## config.mk

```make
export PLATFORM = sky130hd
export DESIGN_NAME = vram_fill_arbiter
export DESIGN_NICKNAME = d
export VERILOG_FILES = /design/src/rtl/vram_fill_arbiter.sv
export SDC_FILE = /design/constraint.sdc
export NUM_CORES = 1
export LEC_CHECK = 0
export ABC_AREA = 1
export CAP_MARGIN = 5
export CORE_AREA = 2 2 89 91
export CTS_BUF_LIST = sky130_fd_sc_hd__clkbuf_8
export CTS_CLUSTER_DIAMETER = 200
export DETAILED_ROUTE_END_ITERATION = 10
export DIE_AREA = 0 0 91 93
export GPL_TIMING_DRIVEN = 1
export PLACE_DENSITY_LB_ADDON = 0.12
export RECOVER_POWER = 100
export SLEW_MARGIN = 10
export SYNTH_ARGS = -nofsm -noshare
export SYNTH_HDL_FRONTEND = slang
export SYNTH_SLANG_ARGS = --single-unit
```

## constraint.sdc

```tcl
create_clock -name Clock -period 2.15 [get_ports Clock]
set_clock_uncertainty 0.1 [all_clocks]
set_input_delay 0.5375 -clock Clock [delete_from_list [all_inputs] [get_ports Clock]]
set_output_delay 0.5375 -clock Clock [all_outputs]
set_load 0.01 [all_outputs]
```

## src/rtl/vram_fill_arbiter.sv

```systemverilog
// Video-memory write arbiter: fixed-priority CPU pixel writes over a rectangle fill engine.
// Optional macro VRAM_FILL_SWAP_EN normalizes reversed corners instead of treating them as empty.
module vram_fill_arbiter #(
  parameter int COLOR_W = 3
) (
  input  logic               Clock,
  input  logic               Reset,
  input  logic               iCpuWriteEnable,
  input  logic [7:0]         iCpuColumn,
  input  logic [7:0]         iCpuRow,
  input  logic [COLOR_W-1:0] iCpuColor,
  input  logic               iFillValid,
  output logic               oFillReady,
  input  logic [7:0]         iFillCol0,
  input  logic [7:0]         iFillRow0,
  input  logic [7:0]         iFillCol1,
  input  logic [7:0]         iFillRow1,
  input  logic [COLOR_W-1:0] iFillColor,
  output logic               oWriteEnable,
  output logic [15:0]        oWriteAddress,
  output logic [COLOR_W-1:0] oDataOut,
  output logic               oBusy,
  output logic               oFillDone
);

  typedef enum logic [1:0] {
    ST_IDLE = 2'd0,
    ST_FILL = 2'd1,
    ST_DONE = 2'd2
  } state_t;

  state_t             state, state_n;
  logic [7:0]         col0_q, col0_n;
  logic [7:0]         col1_q, col1_n;
  logic [7:0]         row1_q, row1_n;
  logic [COLOR_W-1:0] color_q, color_n;
  logic [7:0]         cur_col, cur_col_n;
  logic [7:0]         cur_row, cur_row_n;
  logic               we_q, we_n;
  logic [15:0]        addr_q, addr_n;
  logic [COLOR_W-1:0] data_q, data_n;

  logic [7:0] lo_col, hi_col, lo_row, hi_row;
  logic       empty_rect;
  logic       row_end, rect_end;

`ifdef VRAM_FILL_SWAP_EN
  always_comb begin
    lo_col     = (iFillCol0 > iFillCol1) ? iFillCol1 : iFillCol0;
    hi_col     = (iFillCol0 > iFillCol1) ? iFillCol0 : iFillCol1;
    lo_row     = (iFillRow0 > iFillRow1) ? iFillRow1 : iFillRow0;
    hi_row     = (iFillRow0 > iFillRow1) ? iFillRow0 : iFillRow1;
    empty_rect = 1'b0;
  end
`else
  always_comb begin
    lo_col     = iFillCol0;
    hi_col     = iFillCol1;
    lo_row     = iFillRow0;
    hi_row     = iFillRow1;
    empty_rect = (iFillCol0 > iFillCol1) || (iFillRow0 > iFillRow1);
  end
`endif

  // Equality compares before increment keep 255 corners from wrapping to 0.
  assign row_end  = (cur_col == col1_q);
  assign rect_end = row_end && (cur_row == row1_q);

  always_comb begin
    state_n   = state;
    col0_n    = col0_q;
    col1_n    = col1_q;
    row1_n    = row1_q;
    color_n   = color_q;
    cur_col_n = cur_col;
    cur_row_n = cur_row;
    we_n      = 1'b0;
    addr_n    = addr_q;
    data_n    = data_q;

    if (iCpuWriteEnable) begin
      we_n   = 1'b1;
      addr_n = {iCpuColumn, iCpuRow};
      data_n = iCpuColor;
    end

    case (state)
      ST_IDLE: begin
        if (iFillValid) begin
          col0_n    = lo_col;
          col1_n    = hi_col;
          row1_n    = hi_row;
          color_n   = iFillColor;
          cur_col_n = lo_col;
          cur_row_n = lo_row;
          state_n   = empty_rect ? ST_DONE : ST_FILL;
        end
      end
      ST_FILL: begin
        if (!iCpuWriteEnable) begin
          we_n   = 1'b1;
          addr_n = {cur_col, cur_row};
          data_n = color_q;
          if (rect_end) begin
            state_n = ST_DONE;
          end else if (row_end) begin
            cur_col_n = col0_q;
            cur_row_n = cur_row + 8'd1;
          end else begin
            cur_col_n = cur_col + 8'd1;
          end
        end
      end
      ST_DONE: begin
        state_n = ST_IDLE;
      end
      default: begin
        state_n = ST_IDLE;
      end
    endcase
  end

  always_ff @(posedge Clock) begin
    if (!Reset) begin
      state   <= ST_IDLE;
      col0_q  <= '0;
      col1_q  <= '0;
      row1_q  <= '0;
      color_q <= '0;
      cur_col <= '0;
      cur_row <= '0;
      we_q    <= 1'b0;
      addr_q  <= '0;
      data_q  <= '0;
    end else begin
      state   <= state_n;
      col0_q  <= col0_n;
      col1_q  <= col1_n;
      row1_q  <= row1_n;
      color_q <= color_n;
      cur_col <= cur_col_n;
      cur_row <= cur_row_n;
      we_q    <= we_n;
      addr_q  <= addr_n;
      data_q  <= data_n;
    end
  end

  assign oFillReady    = (state == ST_IDLE);
  assign oBusy         = (state != ST_IDLE);
  assign oFillDone     = (state == ST_DONE);
  assign oWriteEnable  = we_q;
  assign oWriteAddress = addr_q;
  assign oDataOut      = data_q;

endmodule

```

==> results.txt <==
The tools report the global route total overflow as 0. Ranked by instance count, the synthesized netlist is headed by 176 x nand2_1, 72 x inv_1, 65 x dfxtp_1, 65 x nor2_1, 64 x o21ai_0. Of the total power, registers draw 35.4%.

In this run the horizontal extent of the chip is 91 µm. After clock tree synthesis, the clock-pin slew on the worst setup and hold paths is 70 ps. The tools report the total routing resource utilization after global routing as 25.17%. The run gives 3 as the deepest level of the CTS H-tree.

The worst setup path is launched from a flip-flop. Number of antenna diodes: 0. The clock period minus final worst setup slack was 2074 ps.

In the synthesized netlist, mux cells make up 1.029% of the area. Row generation in the floorplan step produced 32 rows. Data on the critical path is required at its endpoint by 1510 ps. In this run the vertical extent of the chip is 93 µm.

The number of buffer and inverter stages on the critical path came out at 1. Dividing the synthesized area by the synthesized cell count gives 6.340 µm². The biggest fanout along the worst timing path was 5.

Derived from the worst setup path, the maximum achievable clock frequency is 482.1 MHz. The Yosys warning count is 0, and the number of violations reported at the end of detailed-routing iteration 0 is 167. For the final count of pins violating max slew, the log shows 0. Yosys attributes the largest share of cell area to dfxtp_1 33%, nand2_1 17%, o21ai_0 8.2%. The share of total power dissipated in the clock network is 24.3%. The run gives 780 as the final layout net count.

The first global-routing pass estimated 17,160 µm of wire. The run finished with clean final reports. Hold is met by 351.8 ps. For this run, design rule violations remaining after detail routing come to 0. The number of buffers inserted by port buffering came out at 80. Buffers inserted to repair hold after CTS numbered 0. For this block, the via count after detailed routing is 4,132. The worst min-delay path category was reg2reg. Cells with a size suffix above 1 make up 7.898% of the layout. By area, the combinational part of the netlist is dominated by simple AND/OR/NAND/NOR gates. For the final wirelength, the log shows 10,470 µm.

The worst setup path category is reg2out. The biggest area consumer among synthesized cells was dfxtp_1. The data arrival time of the critical path is 1440 ps. The number of global-route vias before repair was 3,857; the fraction of registers with async set/reset was 0%.

The HPWL after detailed placement was 7436 µm. Walking the worst path, the cells encountered are nor2_4, clkdlybuf4s50_1. For this design the ratio of total power to cell area is 919.5 nW/µm².

Synthesis produced a netlist whose cell count is 614. 81 I/O pins were placed. In this run, the combinational gates consume 40.3% of the power. The internal portion of the total power is 0.002836 W. The netlist area before placement came out at 3892 µm². The clock reaches the later pin of the worst-skew pair after 360 ps. The largest net degree at the start of global routing is 65. STA classifies the critical path endpoint as a primary output. Filler cell count: 699.

TritonCTS built the clock tree. In this run the biggest area consumer among cell types represents 33.43% of the synthesized area. The slowest cell on the critical path was clkdlybuf4s50_1. After layout, the worst path uses 96.48% of the clock period.

The per-cell via count in the routed design is 5.095, and the synthesized-area fraction occupied by and/or/nand/nor cells is 29.83%. Counting flops with a built-in enable in the synthesized netlist gives 0. After layout, the design draws a total of 0.004694 W.

After synthesis, flip-flops and latches occupy 33.43% of the total area. After routing the design area is 5105 µm². No sink is reached through more buffers than the 2 on the longest clock path. In the final routed layout, each cell accounts on average for 12.91 µm.

The run gives -220.1 ps as the worst slack after detailed placement. The run gives 0 as the number of failing hold endpoints at the final stage. From synthesis to final layout, the design area changed by 31.15%. The maximum VDD drop came out at 0.0004563 V.

The flip-flop and latch count after synthesis works out to 65. Number of antenna violations at the first check in global routing: 0. Summing the areas of all fa, ha and maj instances in the mapped netlist gives 5.786% of the synthesized area. Clock tree synthesis selected as its root buffer the cell clkbuf_8.

Cell class contributing the biggest share of worst-path delay: buffers and inverters. The library cell with the highest instance count after synthesis is nand2_1. Switching share of power: 39.59%. The tools report the post-route antenna net violation count as 0. Measured on the finished design, the core utilization comes to 67.82%. The number of search-and-repair iterations in the first detailed-routing pass came out at 4.

Among all flip-flop cells after synthesis, the most frequent one is dfxtp_1. The logs give 65 for the count of clock tree sinks and 75.70 ps for the slack of the critical path. The run gives 0.001859 W as the power spent charging and discharging nets.

Setup repair after global routing left no endpoint under its margin. The slew at the pin closest to its max-slew limit is 750.7 ps, and the starting utilization of the core area is 51.71%. Setup violations remaining at the end of the flow were counted as 0. When the netlist entered floorplanning its net count stood at 690.

In this run the static leakage power is 2.422 nW. For this run, the slowest stage of the critical path takes 560 ps. Summing the areas of all compound-gate instances in the mapped netlist gives 17.13% of the synthesized area. Buffers inserted during clock tree synthesis total 9. Measured against its own limit, the worst slew margin works out to 49.90%. Max-cap violations in this run came to 0.

Routability congestion estimate from global placement: 0.8583. The die covers 8463 µm². Xor and xnor fraction of the mapped netlist area: 1.800%. After floorplanning, the core was sized to cover 7527 µm². For the total placed instance area, the log shows 4908 µm². After synthesis, the netlist uses 30 different library cells.
## layout by cell type (no fill, tap or decap), drive strengths merged, types with 3 or more instances in the layout
master         instances
nand2                179
inv                   79
nor2                  68
dfxtp                 65
o21ai                 64
a21oi                 61
clkdlybuf4s50         56
nand3                 31
buf                   25
dlygate4sd3           22
ha                    18
clkbuf                11
xor2                   5
mux2i                  4
xnor2                  3
clkinv                 3
## metrics by stage
step	std cells	setup TNS, ps
finish	811	0
global route	811	0
CTS	811	-0.8722
detailed placement	795	-343.7
global placement	795	-249.2
floorplan	614	0
## path summary, 6_finish.rpt
check / startpoint / endpoint / slack (ps) / depth (start not counted)
hold reg to reg: col0_q[2] / col0_q[2] / 350 / 2
setup / recovery: state[0] / oFillReady / 80 / 2
setup reg to reg: cur_col[5] / cur_col[2] / 270 / 11
hold / removal: col0_q[2] / col0_q[2] / 350 / 2
## worst register-to-register path: cells and delay by family (launching register included)
family                 cells  cell delay (ps)
and+or+nand+nor           10             1090
DFF                        1              470
buffers and inverters      1              110
## flip-flops by register name, indices dropped and copies added (netlist names)
| signal | cells |
|---|---|
| oWriteAddress | 16 |
| col0_q | 8 |
| col1_q | 8 |
| cur_col | 8 |
| cur_row | 8 |
| row1_q | 8 |
| color_q | 3 |
| oDataOut | 3 |
| state | 2 |
| oWriteEnable | 1 |
## cell type report
cell class,instances,area [µm²],area share (%)
sequential,65,1304,25.54
clock buffer,9,123.9,2.426
multi-input combinational,445,2158,42.28
tap,102,127.6,2.500
clock inverter,7,86.33,1.691
inverter,78,292.8,5.735
timing repair buffer,105,1012,19.83
## layer usage
metal	vias up	global-route usage, %	part of all wire (%)
met3	21	4.512	4.3
li1	2130	-	-
met2	98	45.74	50
met5	-	0	0
met1	1883	28.61	42
met4	0	11.74	3.1
## power by group through the flow
stage	registers (W)	clock network, W	logic (W)
5_1_grt	0.00170	0.00119	0.00214
3_5_place_dp	0.00168	0	0.00190
6_report	0.00166	0.00114	0.00189
4_1_cts	0.00166	0.00115	0.00192
2_1_floorplan	0.00165	0	0.00131
3_3_place_gp	0.00167	0	0.00186
## what timing repair did
action,CTS,global route
endpoints found under the hold margin,0,0
setup endpoints to repair,3,3
buffers inserted,0,0
resized for setup,3,2
## logic make-up (layout without fill, tap and decap cells)
logic type,after synthesis,count (layout)
simple gates,285,285
compound gates,130,130
buf+inv,104,199
flops,65,65
fa+ha+maj,18,18
xor+xnor,8,8
mux,4,4
(Power assumes the default switching activity.)
